--- src/rtl/cmd_mem_loader.sv ---
// Command memory loader: packs a 32-bit word stream into 128-bit commands
// and writes them to consecutive command memory addresses from a base.
module cmd_mem_loader #(
   parameter int DATA_WIDTH     = 32,
   parameter int CMD_WIDTH      = 128,
   parameter int WORDS_PER_CMD  = 4,
   parameter int CMD_ADDR_WIDTH = 16
) (
   input  logic                      clk,
   input  logic                      reset,
   input  logic                      start,
   input  logic [CMD_ADDR_WIDTH-1:0] base_addr,
   input  logic [DATA_WIDTH-1:0]     in_data,
   input  logic                      in_valid,
   input  logic                      in_last,
   output logic                      in_ready,
   output logic [CMD_WIDTH-1:0]      cmd_write,
   output logic [CMD_ADDR_WIDTH-1:0] cmd_write_addr,
   output logic                      cmd_write_enable,
   output logic [CMD_ADDR_WIDTH:0]   cmd_count,
   output logic                      load_done,
   output logic                      overflow
);

   localparam int IDX_W = (WORDS_PER_CMD > 1) ? $clog2(WORDS_PER_CMD) : 1;
   localparam logic [IDX_W-1:0]          LAST_IDX  = IDX_W'(WORDS_PER_CMD - 1);
   localparam logic [CMD_ADDR_WIDTH-1:0] LAST_ADDR = '1;

   typedef enum logic [1:0] {
      IDLE,
      LOAD,
      DONE
   } state_t;

   state_t                    state;
   logic [CMD_ADDR_WIDTH-1:0] ptr;
   logic [IDX_W-1:0]          idx;
   logic [CMD_WIDTH-1:0]      pack;
   logic [CMD_WIDTH-1:0]      pack_next;
   logic                      accept;

   // in_ready is only ever high in LOAD, so a handshake implies LOAD.
   assign accept = in_valid && in_ready;

   // Pack buffer with the incoming word dropped into the current chunk slot.
   always_comb begin
      // NOTE: give every always_comb output a default first so no path leaves
      // it unassigned; an unassigned path infers a latch.
      pack_next = pack;
      for (int k = 0; k < WORDS_PER_CMD; k++) begin
         if (idx == IDX_W'(k)) begin
            pack_next[k*DATA_WIDTH +: DATA_WIDTH] = in_data;
         end
      end
   end

   // Load sequencer: state, packing, commit strobe, counters and flags.
   always_ff @(posedge clk) begin
      // NOTE: sequential state uses non-blocking assignments so every register
      // samples pre-edge values, independent of statement order.
      if (reset) begin
         state            <= IDLE;
         ptr              <= '0;
         idx              <= '0;
         pack             <= '0;
         in_ready         <= 1'b0;
         cmd_write        <= '0;
         cmd_write_addr   <= '0;
         cmd_write_enable <= 1'b0;
         cmd_count        <= '0;
         load_done        <= 1'b0;
         overflow         <= 1'b0;
      end else begin
         cmd_write_enable <= 1'b0;
         case (state)
            IDLE, DONE: begin
               if (start) begin
                  state     <= LOAD;
                  ptr       <= base_addr;
                  idx       <= '0;
                  pack      <= '0;
                  cmd_count <= '0;
                  load_done <= 1'b0;
                  overflow  <= 1'b0;
                  in_ready  <= 1'b1;
               end
            end
            LOAD: begin
               if (accept) begin
                  if (idx == LAST_IDX || in_last) begin
                     // Commit: unfilled chunks are already zero in pack.
                     cmd_write        <= pack_next;
                     cmd_write_addr   <= ptr;
                     cmd_write_enable <= 1'b1;
                     cmd_count        <= cmd_count + (CMD_ADDR_WIDTH+1)'(1);
                     ptr              <= ptr + CMD_ADDR_WIDTH'(1);
                     pack             <= '0;
                     idx              <= '0;
                     if (in_last) begin
                        state     <= DONE;
                        in_ready  <= 1'b0;
                        load_done <= 1'b1;
                     end else if (ptr == LAST_ADDR) begin
                        // Top of the address space: stop instead of wrapping.
                        state     <= DONE;
                        in_ready  <= 1'b0;
                        load_done <= 1'b1;
                        overflow  <= 1'b1;
                     end
                  end else begin
                     pack <= pack_next;
                     idx  <= idx + IDX_W'(1);
                  end
               end
            end
            default: begin
               state    <= IDLE;
               in_ready <= 1'b0;
            end
         endcase
      end
   end

endmodule

--- config.mk ---
export PLATFORM = sky130hd
export DESIGN_NAME = cmd_mem_loader
export DESIGN_NICKNAME = d
export VERILOG_FILES = /design/src/rtl/cmd_mem_loader.sv
export SDC_FILE = /design/constraint.sdc
export NUM_CORES = 1
export LEC_CHECK = 0
export ABC_AREA = 1
export CORE_AREA = 2 2 159 161
export DETAILED_ROUTE_END_ITERATION = 12
export DIE_AREA = 0 0 161 163
export GPL_TIMING_DRIVEN = 1
export PLACE_DENSITY = 0.85
export SLEW_MARGIN = 25
export SYNTH_ARGS = -nofsm -noshare
export SYNTH_HDL_FRONTEND = slang
export SYNTH_SLANG_ARGS = --single-unit
--- constraint.sdc ---
create_clock -name clk -period 1.8 [get_ports clk]
set_input_delay 0.36 -clock clk [delete_from_list [all_inputs] [get_ports clk]]
set_output_delay 0.36 -clock clk [all_outputs]
set_load 0.01 [all_outputs]
==> results.txt <==
The half-perimeter wire length after detailed placement came out at 26.0 mm. The latest clock arrival within the worst-skew pair is 0.51 ns. In this run the most critical hold path is launched from reset.

The area of all placed cells without fillers came out at 17200 sq um. Clock-pin slew was measured on the worst setup and hold paths at 0.06 ns. The average wire per standard cell is 18.1 um.

The headroom to the max-slew limit is 65.8%. The via count came out at 12459. In the final layout, the share of cells above drive strength 1 is 10.8%. The total grt overflow came out at 0. Global routing consumed, over all layers together, 28.9% of the routing resources.

The boundary pin count is 218. For this run, the number of Yosys warnings is 0. The kind of end point of the critical path is an output port. The count of buffer and inverter cells on the critical path came out at 1. The final net count is 1880.

The quantity of hold-fixing buffers added after cts is 0. The number of global-route vias before repair came out at 11879. The share of synthesized area occupied by flip-flops and latches is 48.8%. The highest achievable clock rate is 560 MHz.

The first-pass GRT wire length came out at 60.8 mm. TritonCTS built the clock tree. The detail route stage leaves a number of antenna-violating nets equal to 0. The post-synthesis cell type with the largest combined area is dfxtp_1. The final hold violation count came to 0. The worst clock skew on the final layout came out at 0.0222 ns.

Data arrives at the worst endpoint at 1.43 ns. The power density of the placed cells came out at 1010 nW/um^2. Input and output buffers added on the ports amount to 217. Among all stages on the critical path, the largest delay is contributed by clkdlybuf4s50_1. The area share of the leading cell type in the synthesized netlist is 48.8%.

The number of detailed-routing iterations run before antenna repair is 6. After the first detailed-routing iteration, the DRC count stood at 1679. The share of power burned in registers came out at 43.0%. The synthesized area per cell came out at 7.96 sq um.

The critical path is of the flip-flop to output port type. The worst hold path class is primary input to flip-flop. The last weighted congestion value of the routability-driven placer is 0.904. The share of total power in the clock network is 44.2%. The y dimension of the die came out at 163 um. The cell sitting at the root of the clock tree is a clkbuf_16.

The via density per instance is 5.73. The die span in x came out at 161 um. The number of buffers added by the clock tree synthesis step is 34.

The standby leakage power is 7.27 nW. The top cell types in the final layout, fill and taps aside, are nor2_1, dfxtp_1, nand2_1. The startpoint of the most critical register-to-register path is idx[0]. Among all flip-flop cells after synthesis, the most frequent one is dfxtp_1. The maximum fanout along the worst path came out at 2. The run finished with clean final reports. In the synthesized netlist, the number of instances is 1613. The area growth from synthesis to layout is 34.2%. The transition time at the pin with the least slew margin is 0.508 ns. The library cell used most frequently in the layout, excluding fill and tap cells, is nor2_1. The largest net degree at the start of global routing is 68. The combinational cell fraction of total power came out at 12.8%. Hold timing on the final database bottoms out at a slack of 0.132 ns. The number of H-tree branching levels is 2. The standard-cell row count came out at 58. The synthesized netlist contains 30 unique library cells. The overall power consumption came out at 17.3 mW. The worst setup path is launched from a flip-flop. The power dissipated by switching net loads is 4.42 mW.

The floorplan step defined a die boundary enclosing 26200 sq um. Traced cell by cell, the critical path runs through clkdlybuf4s50_1. The number of antenna violations at the first check in global routing came out at 0. The number of setup violations in the final report is 0. The cell-internal power is 12.9 mW.

The initial utilization of the core area, before any placement, comes to 52.0%. After synthesis, the cell types taking the most area are dfxtp_1, a211oi_1, nor2_1, o21ai_0, nand2_1. The number of synthesized flops with an enable pin came out at 0. The number of DRC violations after detailed routing came out at 0.

The count of antenna diodes in the layout is 0. The final critical-path required period is 1.79 ns. The worst voltage drop across the vdd grid came out at 0.677 mV. The net switching fraction of the power is 25.5%. The fraction of registers with async set or reset after synthesis came out at 0%. The most critical setup path has its startpoint at cmd_write[88].

The final number of max-transition violations is 0. The wire length after detailed routing is 39.5 mm. The area of the core is 24700 sq um. Once placement finished, the instance area stood at 15800 sq um.

Synthesis produced a netlist with a net count of 1672. The family of cells with the greatest summed delay on the critical path is buffers and inverters. The area of the mapped netlist came out at 12800 sq um. The final clock period utilization by the worst path is 99.3%. The number of storage elements in the synthesis netlist came out at 313. The clock net sink count came out at 313. The largest stage delay on the critical path is 0.55 ns. Max-cap violations in this run came to 0. The maximum count of clock buffers along a single path came out at 3. The critical path required time came out at 1.44 ns.
what timing repair did:
item | CTS | global route
pin swaps | 1 | 0
gates cloned | 0 | 1
endpoints found under the setup margin | 36 | 178
resized for setup | 35 | 57
endpoints found under the hold margin | 0 | 0
buffers inserted | 0 | 0
synthesized netlist by cell type (2+ instances only):
| cell type | number |
|---|---|
| a211oi_1 | 228 |
| a211oi_2 | 30 |
| a21oi_1 | 33 |
| a31oi_1 | 2 |
| buf_1 | 4 |
| buf_2 | 56 |
| buf_4 | 8 |
| clkbuf_1 | 58 |
| dfxtp_1 | 313 |
| ha_1 | 6 |
| inv_1 | 91 |
| inv_2 | 2 |
| nand2_1 | 230 |
| nand2_2 | 4 |
| nand3_1 | 27 |
| nand4_1 | 12 |
| nor2_1 | 312 |
| nor2_4 | 3 |
| nor3_1 | 5 |
| o21ai_0 | 176 |
| o21ai_1 | 3 |
| xor2_1 | 2 |
cell type report:
| class | instances | area (sq um) |
|---|---|---|
| repair buffers | 299 | 3240 |
| multi-input cells | 1080 | 5700 |
| inverters | 93 | 349 |
| well taps | 330 | 413 |
| fillers | 1789 | 7450 |
| clock buffers | 47 | 1020 |
| flip-flops and latches | 313 | 6280 |
| clock inverters | 12 | 219 |
power by group through the flow:
| stage | registers (mW) | clock network [mW] | logic, mW |
|---|---|---|---|
| after floorplan | 7.56 | 0 | 1.29 |
| after global placement | 7.57 | 0 | 2.05 |
| after detailed placement | 7.59 | 0 | 2.13 |
| after CTS | 7.44 | 7.70 | 2.16 |
| after global routing | 7.48 | 8.02 | 2.41 |
| final | 7.46 | 7.66 | 2.22 |
per-layer routing:
layer | routed length, um | global-route usage [%] | part of all wire, % | vias to the layer above
met5 | 0 | 0 | 0 | -
met3 | 3690 | 5.55 | 9.4 | 130
met2 | 18200 | 47.2 | 46 | 639
met1 | 15500 | 36.7 | 39 | 5767
li1 | - | - | - | 5923
met4 | 2060 | 14.6 | 5.2 | 0
worst paths after layout:
| kind | endpoint | slack, ns | cells past startpoint |
|---|---|---|---|
| setup reg to reg | cmd_write[10] | 0.06 | 8 |
| setup / recovery | cmd_write[88] | 0.01 | 1 |
| hold reg to reg | overflow | 0.48 | 2 |
| hold / removal | cmd_count[8] | 0.13 | 2 |
cell families after synthesis:
family	count (synthesis)	share of synthesized area, %
flip-flops	313	48.8
adder cells (fa/ha/maj)	6	0.585
AO/OA/AOI/OAI	476	24.9
AND/OR/NAND/NOR	596	18.3
buffers and inverters	220	7.27
XOR/XNOR	2	0.136
metrics by stage:
stage	instances	TNS [ns]	utilization, %	setup slack (ns)
floorplan	1613	0	-	0.196
global placement	2114	-62.46	64.1	-0.261
detailed placement	2114	-62.37	64.1	-0.336
CTS	2173	0	69.1	0.000198
global route	2174	-0.146	69.8	-0.0717
finish	2174	0	69.8	0.0135
sequential cells by signal (all words and copies together) (netlist names):
signal / cells
in_ready: 1
cmd_count: 17
cmd_write_addr: 16
pack: 128
cmd_write: 128
state: 2
ptr: 16
overflow: 1
load_done: 1
idx: 2
cmd_write_enable: 1
Note: power is estimated with default switching activity, not from simulation.
